[src/rtl/mc_ctrl_pkg.sv]
// rtl/mc_ctrl_pkg.sv - encodings shared by the multi-cycle MIPS controller
package mc_ctrl_pkg;

  // FSM state encoding
  localparam logic [3:0] S_INIT = 4'd0;
  localparam logic [3:0] S_IF   = 4'd1;
  localparam logic [3:0] S_ID   = 4'd2;
  localparam logic [3:0] S_EX_R = 4'd3;
  localparam logic [3:0] S_WB_R = 4'd4;
  localparam logic [3:0] S_EX_I = 4'd5;
  localparam logic [3:0] S_WB_I = 4'd6;
  localparam logic [3:0] S_MA   = 4'd7;
  localparam logic [3:0] S_MW   = 4'd8;
  localparam logic [3:0] S_MR   = 4'd9;
  localparam logic [3:0] S_WB_M = 4'd10;
  localparam logic [3:0] S_BR   = 4'd11;
  localparam logic [3:0] S_J    = 4'd12;

  // opcodes (IR[31:26])
  localparam logic [5:0] OP_RTYPE = 6'b000000;
  localparam logic [5:0] OP_ORI   = 6'b001101;
  localparam logic [5:0] OP_ADDIU = 6'b001001;
  localparam logic [5:0] OP_LW    = 6'b100011;
  localparam logic [5:0] OP_SW    = 6'b101011;
  localparam logic [5:0] OP_BEQ   = 6'b000100;
  localparam logic [5:0] OP_J     = 6'b000010;

  // R-type funct codes (IR[5:0])
  localparam logic [5:0] FN_ADD  = 6'b100000;
  localparam logic [5:0] FN_ADDU = 6'b100001;
  localparam logic [5:0] FN_SUB  = 6'b100010;
  localparam logic [5:0] FN_SUBU = 6'b100011;
  localparam logic [5:0] FN_OR   = 6'b100101;
  localparam logic [5:0] FN_SLT  = 6'b101010;
  localparam logic [5:0] FN_SLTU = 6'b101011;

  // ALUctr codes
  localparam logic [2:0] ALU_ADDU = 3'b000;
  localparam logic [2:0] ALU_ADD  = 3'b001;
  localparam logic [2:0] ALU_OR   = 3'b010;
  localparam logic [2:0] ALU_SUBU = 3'b100;
  localparam logic [2:0] ALU_SUB  = 3'b101;
  localparam logic [2:0] ALU_SLTU = 3'b110;
  localparam logic [2:0] ALU_SLT  = 3'b111;

  // next-PC source codes
  localparam logic [1:0] NPC_SEQ = 2'b00;
  localparam logic [1:0] NPC_BR  = 2'b01;
  localparam logic [1:0] NPC_J   = 2'b10;

endpackage

[src/rtl/mc_control_alu_ctr_enc.sv]
// rtl/mc_control_alu_ctr_enc.sv - ALUctr encoder and instruction legality check
module alu_ctr_enc
  import mc_ctrl_pkg::*;
(
  input  logic [5:0] op,
  input  logic [5:0] func,
  input  logic [3:0] state,
  output logic [2:0] alu_ctr,
  output logic       legal
);

  logic [2:0] r_code;
  logic       r_ok;

  // map R-type funct to an ALU code; unknown funct flags the instruction illegal
  always_comb begin
    r_ok   = 1'b1;
    r_code = ALU_ADDU;
    case (func)
      FN_ADDU: r_code = ALU_ADDU;
      FN_ADD:  r_code = ALU_ADD;
      FN_OR:   r_code = ALU_OR;
      FN_SUBU: r_code = ALU_SUBU;
      FN_SUB:  r_code = ALU_SUB;
      FN_SLTU: r_code = ALU_SLTU;
      FN_SLT:  r_code = ALU_SLT;
      default: r_ok   = 1'b0;
    endcase
  end

  // legality of the whole instruction, consumed by the FSM in S_ID
  always_comb begin
    case (op)
      OP_RTYPE:                                        legal = r_ok;
      OP_ORI, OP_ADDIU, OP_LW, OP_SW, OP_BEQ, OP_J:    legal = 1'b1;
      default:                                         legal = 1'b0;
    endcase
  end

  // ALU operation is only non-zero in states that actually use the ALU
  always_comb begin
    alu_ctr = ALU_ADDU;
    case (state)
      S_EX_R:  alu_ctr = r_code;
      S_EX_I:  alu_ctr = (op == OP_ORI) ? ALU_OR : ALU_ADDU;
      S_MA:    alu_ctr = ALU_ADDU;
      S_BR:    alu_ctr = ALU_SUBU;
      default: alu_ctr = ALU_ADDU;
    endcase
  end

endmodule

[src/rtl/mc_control.sv]
// rtl/mc_control.sv - multi-cycle MIPS main controller FSM
module mc_control
  import mc_ctrl_pkg::*;
(
  input  logic       clk,
  input  logic       rst_n,
  input  logic [5:0] op,
  input  logic [5:0] func,
  input  logic       Zero,
  input  logic       Overflow,
  output logic       PCWr,
  output logic [1:0] nPCsel,
  output logic       IRWr,
  output logic       RegWr,
  output logic       RegDst,
  output logic       MemWr,
  output logic       MemtoReg,
  output logic       ALUSrc,
  output logic       ExtOp,
  output logic [2:0] ALUctr,
  output logic       InstrDone,
  output logic       IllegalOp,
  output logic       OvTrap
);

  logic [3:0] state;
  logic [3:0] state_nxt;
  logic       ov_q;
  logic       legal;
  logic       is_addsub;

  alu_ctr_enc u_alu_ctr_enc (
    .op      (op),
    .func    (func),
    .state   (state),
    .alu_ctr (ALUctr),
    .legal   (legal)
  );

  // only the trapping add/sub forms may discard their result on overflow
  assign is_addsub = (func == FN_ADD) || (func == FN_SUB);

  // state register plus overflow flag latched at the end of R-type execute
  always_ff @(posedge clk or negedge rst_n) begin
    if (!rst_n) begin
      state <= S_INIT;
      ov_q  <= 1'b0;
    end else begin
      state <= state_nxt;
      if (state == S_EX_R) ov_q <= Overflow & is_addsub;
    end
  end

  // next-state: dispatch in S_ID, every final state returns to fetch
  always_comb begin
    state_nxt = S_IF;
    case (state)
      S_IF:   state_nxt = S_ID;
      S_ID: begin
        if (!legal) state_nxt = S_IF;
        else begin
          case (op)
            OP_RTYPE:         state_nxt = S_EX_R;
            OP_ORI, OP_ADDIU: state_nxt = S_EX_I;
            OP_LW, OP_SW:     state_nxt = S_MA;
            OP_BEQ:           state_nxt = S_BR;
            OP_J:             state_nxt = S_J;
            default:          state_nxt = S_IF;
          endcase
        end
      end
      S_EX_R: state_nxt = S_WB_R;
      S_EX_I: state_nxt = S_WB_I;
      S_MA:   state_nxt = (op == OP_LW) ? S_MR : S_MW;
      S_MR:   state_nxt = S_WB_M;
      default: state_nxt = S_IF;
    endcase
  end

  // Moore outputs; S_INIT (held during reset) leaves every enable at 0
  always_comb begin
    PCWr      = 1'b0;
    nPCsel    = NPC_SEQ;
    IRWr      = 1'b0;
    RegWr     = 1'b0;
    RegDst    = 1'b0;
    MemWr     = 1'b0;
    MemtoReg  = 1'b0;
    ALUSrc    = 1'b0;
    ExtOp     = 1'b0;
    InstrDone = 1'b0;
    IllegalOp = 1'b0;
    OvTrap    = 1'b0;
    case (state)
      S_IF: begin
        IRWr = 1'b1;
        PCWr = 1'b1;
      end
      S_ID:   IllegalOp = ~legal;
      S_WB_R: begin
        RegDst    = 1'b1;
        RegWr     = ~ov_q;
        OvTrap    = ov_q;
        InstrDone = 1'b1;
      end
      S_EX_I: begin
        ALUSrc = 1'b1;
        ExtOp  = (op == OP_ADDIU);
      end
      S_WB_I: begin
        RegWr     = 1'b1;
        InstrDone = 1'b1;
      end
      S_MA: begin
        ALUSrc = 1'b1;
        ExtOp  = 1'b1;
      end
      S_MW: begin
        MemWr     = 1'b1;
        InstrDone = 1'b1;
      end
      S_WB_M: begin
        MemtoReg  = 1'b1;
        RegWr     = 1'b1;
        InstrDone = 1'b1;
      end
      S_BR: begin
        nPCsel    = NPC_BR;
        PCWr      = Zero;
        InstrDone = 1'b1;
      end
      S_J: begin
        nPCsel    = NPC_J;
        PCWr      = 1'b1;
        InstrDone = 1'b1;
      end
      default: ;
    endcase
  end

endmodule

[config.mk]
export PLATFORM = sky130hd
export DESIGN_NAME = mc_control
export DESIGN_NICKNAME = d
export VERILOG_FILES = /design/src/rtl/mc_ctrl_pkg.sv /design/src/rtl/mc_control_alu_ctr_enc.sv /design/src/rtl/mc_control.sv
export SDC_FILE = /design/constraint.sdc
export NUM_CORES = 1
export LEC_CHECK = 0
export ABC_AREA = 1
export CORE_MARGIN = 2
export CORE_UTILIZATION = 41
export CTS_CLUSTER_SIZE = 12
export DETAILED_ROUTE_END_ITERATION = 10
export PLACE_DENSITY_LB_ADDON = 0.3
export SLEW_MARGIN = 20
export SYNTH_ARGS = -nofsm -noshare
export SYNTH_HDL_FRONTEND = slang
export SYNTH_SLANG_ARGS = --single-unit
[constraint.sdc]
create_clock -name clk -period 2.1 [get_ports clk]
set_input_delay 0.42 -clock clk [delete_from_list [all_inputs] [get_ports clk]]
set_output_delay 0.42 -clock clk [all_outputs]
set_load 0.02 [all_outputs]
==> impl_metrics.csv, run 1 <==
group,metric,value,unit
synthesis,synth_cell_types,21,
pwr,powerDensity,868,nW/µm²
cts,cts_hold_buf,0,
routing,ant_nets,0,
final_layout,layout.nets,177,
final_layout,multi_input_area,439,µm²
final_layout,instances_no_fill,175,
die,dieArea,1800,µm²
final_layout,drive_gt1_frac,0.269,
timing,skew,0.00487,ns
pwr,worst_ir_drop_vdd,0.000433,V
setup_path,cp.required,1.68,ns
job,cap_viol_max_count,0,
synthesis,syn_avg_cell_area,5.54,µm²
synthesis,syn_nets,125,
placement,port_buffers,31,
global_route,grt_antenna_before_repair,0,
placement,placed_cells,169,
routing,drtPass1Iterations,4,
final_layout,layout.area.seq,126,µm²
placement,gp_congestion,0.801,
routing,totalWireLength,2.24,mm
min_path,hold_path_class,"input pin to async pin",
die,ios,32,
timing,slew_headroom,0.817,
synthesis,synth_top_family_by_area,"simple AND/OR/NAND/NOR gates",
die,coreArea,1330,µm²
placement,place_ws,-0.571,ns
setup_path,cp_max_fo,4,
timing,max_slew.worst_pin.slew,0.274,ns
timing,slew_violations,0,
final_layout,fillers,96,
die,die-width,42.4,µm
setup_path,worstSetupEndpointType,"output port",
routing,vias,923,
routing,vias_per_cell,5.27,
pwr,p_leak,0.674,nW
synthesis,ys_ff_latch,5,
global_route,grt_max_degree,7,
timing,grt_setup_unrepaired,"true",
cts,clk_latency,0.25,ns
synthesis,synth_compound_area_frac,0.116,
setup_path,cp.arrival,1.63,ns
die,die_h,42.4,µm
timing,whs,0.411,ns
routing,drc_errors,0,
cts,cts_buffer_depth,2,
timing,timing.final.ws_setup,0.0504,ns
timing,fin_crit,2.05,ns
timing,finalCritPeriodShare,0.976,
global_route,grt_pass1_wl,3.72,mm
cts,cts-root-buf,"clkbuf_4",
routing,avgRoutedWirePerCell,12.8,µm
global_route,grt_overflow,0,
synthesis,yosysWarnings,0,
synthesis,yosys.area_share.adder,0,
synthesis,netlist_instances,109,
routing,drt_iter0_drc,25,
die,row_count,13,
cts,clkSinkCount,5,
die,start_util,0.453,
run_status,status,"complete, no violations",
synthesis,syn-cell-area,604,µm²
global_route,grt_pass1_vias,903,
synthesis,seq_area_frac_synth,0.207,
cts,htree_levels,1,
cts,cts_made_buffers,3,
cts,cts_tree,"done",
synthesis,synthSimpleGateAreaFrac,0.547,
timing,hold_viol_final,0,
final_layout,mostFrequentLayoutCell,"nor2_1",
cts,clkTransAtPathRegs,0.05,ns
final_layout,area_delta_synth_final,80.7,%
final_layout,postLayoutCellArea,1090,µm²
timing,setup_viol,0,
setup_path,critPathKind,"input pin to output port",
synthesis,synth_xor_area_frac,0,
final_layout,num_antenna_cells,0,
placement,dp_hpwl,1.76,mm
timing,fmaxAchievable,488,MHz
synthesis,synth.area.mux_share,0,
placement,placed_area,1040,µm²
global_route,track_usage,0.270,
setup_path,startpoint_type,"input pin",
final_layout,final_cell_mix,"23 x nor2_1, 21 x nand2_1, 18 x inv_1, 18 x buf_4, 10 x dlygate4sd2_1",
worst paths after layout:
path                               start   endpoint  slack, ns  cells past startpoint
max in group asynchronous          rst_n   state[0]       1.45                      1
worst max register to register  state[3]       ov_q       0.86                      6
worst min register to register      ov_q       ov_q       0.60                      2
min in group clk                    ov_q       ov_q       0.60                      2
worst min-delay path               rst_n       ov_q       0.41                      1
worst max-delay path             func[5]  IllegalOp       0.05                      9
power breakdown:
group	internal, W	switching, W	total, W
logic	0.000239	0.000407	0.000647
clock network	0.0000722	0.0000445	0.000117
registers	0.000134	0.0000506	0.000185
cell usage after synthesis, drive strengths merged:
master	count	area, µm²
o22ai	1	6.26
and3	2	12.5
dfrtp	5	125
nor2	28	120
a21oi	3	15.0
a211o	1	8.76
o21ai	5	25.0
o31ai	1	7.51
nand3b	1	7.51
nand3	10	50.1
nor3	4	20.0
inv	21	78.8
nand2	24	108
o211ai	1	7.51
nand4	2	12.5
sequential cells by signal, summed over array words and instances, names as in the netlist:
register	flops
state	4
ov_q	1
cell families after synthesis:
kind of cell	after synthesis
DFF	5
AOI/OAI and AO/OA	12
buffers and inverters	21
and+or+nand+nor	71
layer usage:
metal	routed length (µm)	up-vias	track usage
met4	55	0	0.125
met2	1210	39	0.523
li1	-	449	-
met5	0	-	0
met1	862	423	0.270
met3	119	12	0.0474
worst max-delay path, cell delays in order:
cell	delay (ns)
clkdlybuf4s50_1	0.47
inv_1	0.07
nor2_4	0.12
nand3_1	0.12
nand3_1	0.09
nand2_1	0.06
nand2_1	0.07
nor2_1	0.04
buf_2	0.15
cell type report:
cell class / instances / share of cell area
well taps: 15 / 0.0172
inverters: 21 / 0.0722
repair buffers: 47 / 0.369
clock buffers: 4 / 0.0241
flip-flops and latches: 5 / 0.116
multi-input cells: 83 / 0.402
repair_timing:
action	in CTS	in global routing
setup endpoints to repair	12	12
resized for setup	44	16
pin swaps	3	2
setup buffers	2	0
stage by stage:
stage                util  setup TNS [ns]  total power [W]
floorplan               -               0         0.000563
global placement    0.779           -2.01         0.000832
detailed placement  0.779           -2.47         0.000857
CTS                 0.801               0         0.000943
global route        0.819         -0.0173          0.00101
finish              0.819               0         0.000948
No activity file was read; power rests on OpenSTA's default activity.
==> run 2: changes to the inputs <==
--- a/config.mk
+++ b/config.mk
@@ -11,6 +11,7 @@
 export CTS_CLUSTER_SIZE = 12
 export DETAILED_ROUTE_END_ITERATION = 10
 export PLACE_DENSITY_LB_ADDON = 0.3
+export SETUP_SLACK_MARGIN = 0.2
 export SLEW_MARGIN = 20
 export SYNTH_ARGS = -nofsm -noshare
 export SYNTH_HDL_FRONTEND = slang
==> impl_metrics.csv, run 2 (synthesized netlist as in run 1, its figures left out) <==
group,metric,value,unit
run_status,status,"complete, no violations",
cts,clk_latency,0.27,ns
cts,cts_hold_buf,0,
placement,gp_congestion,0.801,
cts,cts_made_buffers,3,
pwr,powerDensity,936,nW/µm²
pwr,switching_power,0.000568,W
timing,fin_setup_tns,0,ns
placement,port_buffers,31,
setup_path,cp.arrival,1.50,ns
routing,avgRoutedWirePerCell,14.6,µm
final_layout,regMostFlops,"state",
final_layout,drive_gt1_frac,0.371,
setup_path,cp_max_fo,5,
job,cap_viol_max_count,0,
final_layout,final_cell_mix,"19 x nor2_1, 18 x buf_4, 17 x nand2_1",
final_layout,largest_reg_flops,4,
pwr,p_seq_frac,0.178,
setup_path,startpoint_type,"register",
timing,setup_viol,0,
final_layout,reg_top3,"state x4, ov_q x1",
global_route,grt_pass1_vias,870,
die,die_h,42.4,µm
cts,cts_tree,"done",
placement,dp_hpwl,1.79,mm
setup_path,cp.required,1.68,ns
global_route,grt_pass1_wl,3.64,mm
final_layout,layout.nets,176,
pwr,p_int,0.000487,W
cts,cts-root-buf,"clkbuf_4",
cts,htree_levels,1,
cts,clkTransAtPathRegs,0.06,ns
die,row_count,13,
routing,ant_nets,0,
die,ios,32,
timing,slew_headroom,0.808,
min_path,hold_path_class,"input pin to async pin",
timing,fin_crit,1.92,ns
timing,fmaxAchievable,521,MHz
setup_path,worstSetupEndpointType,"output port",
global_route,grt_overflow,0,
pwr,clockPowerShare,0.129,
final_layout,num_antenna_cells,0,
global_route,grt_antenna_before_repair,0,
placement,place_ws,-0.558,ns
timing,max_slew.worst_pin.slew,0.286,ns
routing,totalWireLength,2.54,mm
timing,finalCritPeriodShare,0.914,
routing,vias,975,
timing,skew,0.00133,ns
timing,slew_violations,0,
timing,grt_setup_unrepaired,"true",
pwr,power_frac_comb,0.693,
pwr,worst_ir_drop_vdd,0.000453,V
timing,timing.final.ws_setup,0.180,ns
pwr,swShare,0.538,
routing,drtPass1Iterations,4,
final_layout,area_delta_synth_final,86.3,%
routing,drc_errors,0,
pwr,p_leak,0.610,nW
global_route,track_usage,0.265,
die,coreArea,1330,µm²
die,start_util,0.453,
cts,clkSinkCount,5,
timing,hold_viol_final,0,
die,die-width,42.4,µm
final_layout,mostFrequentLayoutCell,"nor2_1",
cts,cts_buffer_depth,2,
die,dieArea,1800,µm²
setup_path,critPathKind,"register to output port",
routing,vias_per_cell,5.60,
routing,drt_iter0_drc,45,
timing,whs,0.395,ns
global_route,grt_max_degree,7,
-- run 2: changes by cell type in the layout (fill, tap and decap cells not counted), sizes merged --
cell,change
clkdlybuf4s50,-4
dlygate4sd2,+1
buf,+3
clkbuf,-1
dlymetal6s2s,-6
clkdlybuf4s15,+6
-- run 2: power groups by stage --
stage / clock, W / sequential [W] / combinational [W]
floorplan: 0 / 0.000172 / 0.000392
global placement: 0 / 0.000177 / 0.000656
detailed placement: 0 / 0.000180 / 0.000672
CTS: 0.000132 / 0.000178 / 0.000624
global route: 0.000141 / 0.000193 / 0.000775
finish: 0.000136 / 0.000188 / 0.000731
-- run 2: final cells by class --
type	count	area, µm²
multi-input cells	83	490
fillers	90	208
flip-flops and latches	5	126
repair buffers	46	385
clock buffers	4	26.3
inverters	21	78.8
well taps	15	18.8
-- run 2: final timing paths --
check | end | slack (ns) | cells after the start | startpoint
worst max-delay path | InstrDone | 0.18 | 7 | state[3]
worst min register to register | ov_q | 0.62 | 2 | ov_q
max in group asynchronous | state[0] | 1.47 | 1 | rst_n
worst max register to register | ov_q | 0.78 | 6 | state[3]
worst min-delay path | ov_q | 0.40 | 1 | rst_n
min in group clk | ov_q | 0.62 | 2 | ov_q
-- run 2: what timing repair did --
action | CTS | global route
buffers inserted | 0 | 1
setup endpoints to repair | 16 | 12
gates resized for setup | 76 | 27
pin swaps | 10 | 7
-- run 2: per-stage QoR --
step / power (W) / instance area (µm²) / utilization / cells
2_1_floorplan: 0.000564 / 604 / - / 109
3_3_place_gp: 0.000833 / 1040 / 0.779 / 169
3_5_place_dp: 0.000852 / 1040 / 0.779 / 169
4_1_cts: 0.000934 / 1070 / 0.802 / 173
5_1_grt: 0.00111 / 1130 / 0.844 / 174
6_report: 0.00105 / 1130 / 0.844 / 174
-- run 2: per-layer routing --
layer	track usage	wire [µm]
met1	0.283	896
met2	0.471	1260
met3	0.0517	200
met4	0.163	176
met5	0	0
-- run 2: critical path, stage by stage, from the launching register on --
cell	delay [ns]
dfrtp_1	0.43
inv_2	0.12
nand2_2	0.10
buf_6	0.15
nand2_1	0.08
nand2_2	0.06
o211ai_1	0.12
buf_4	0.18
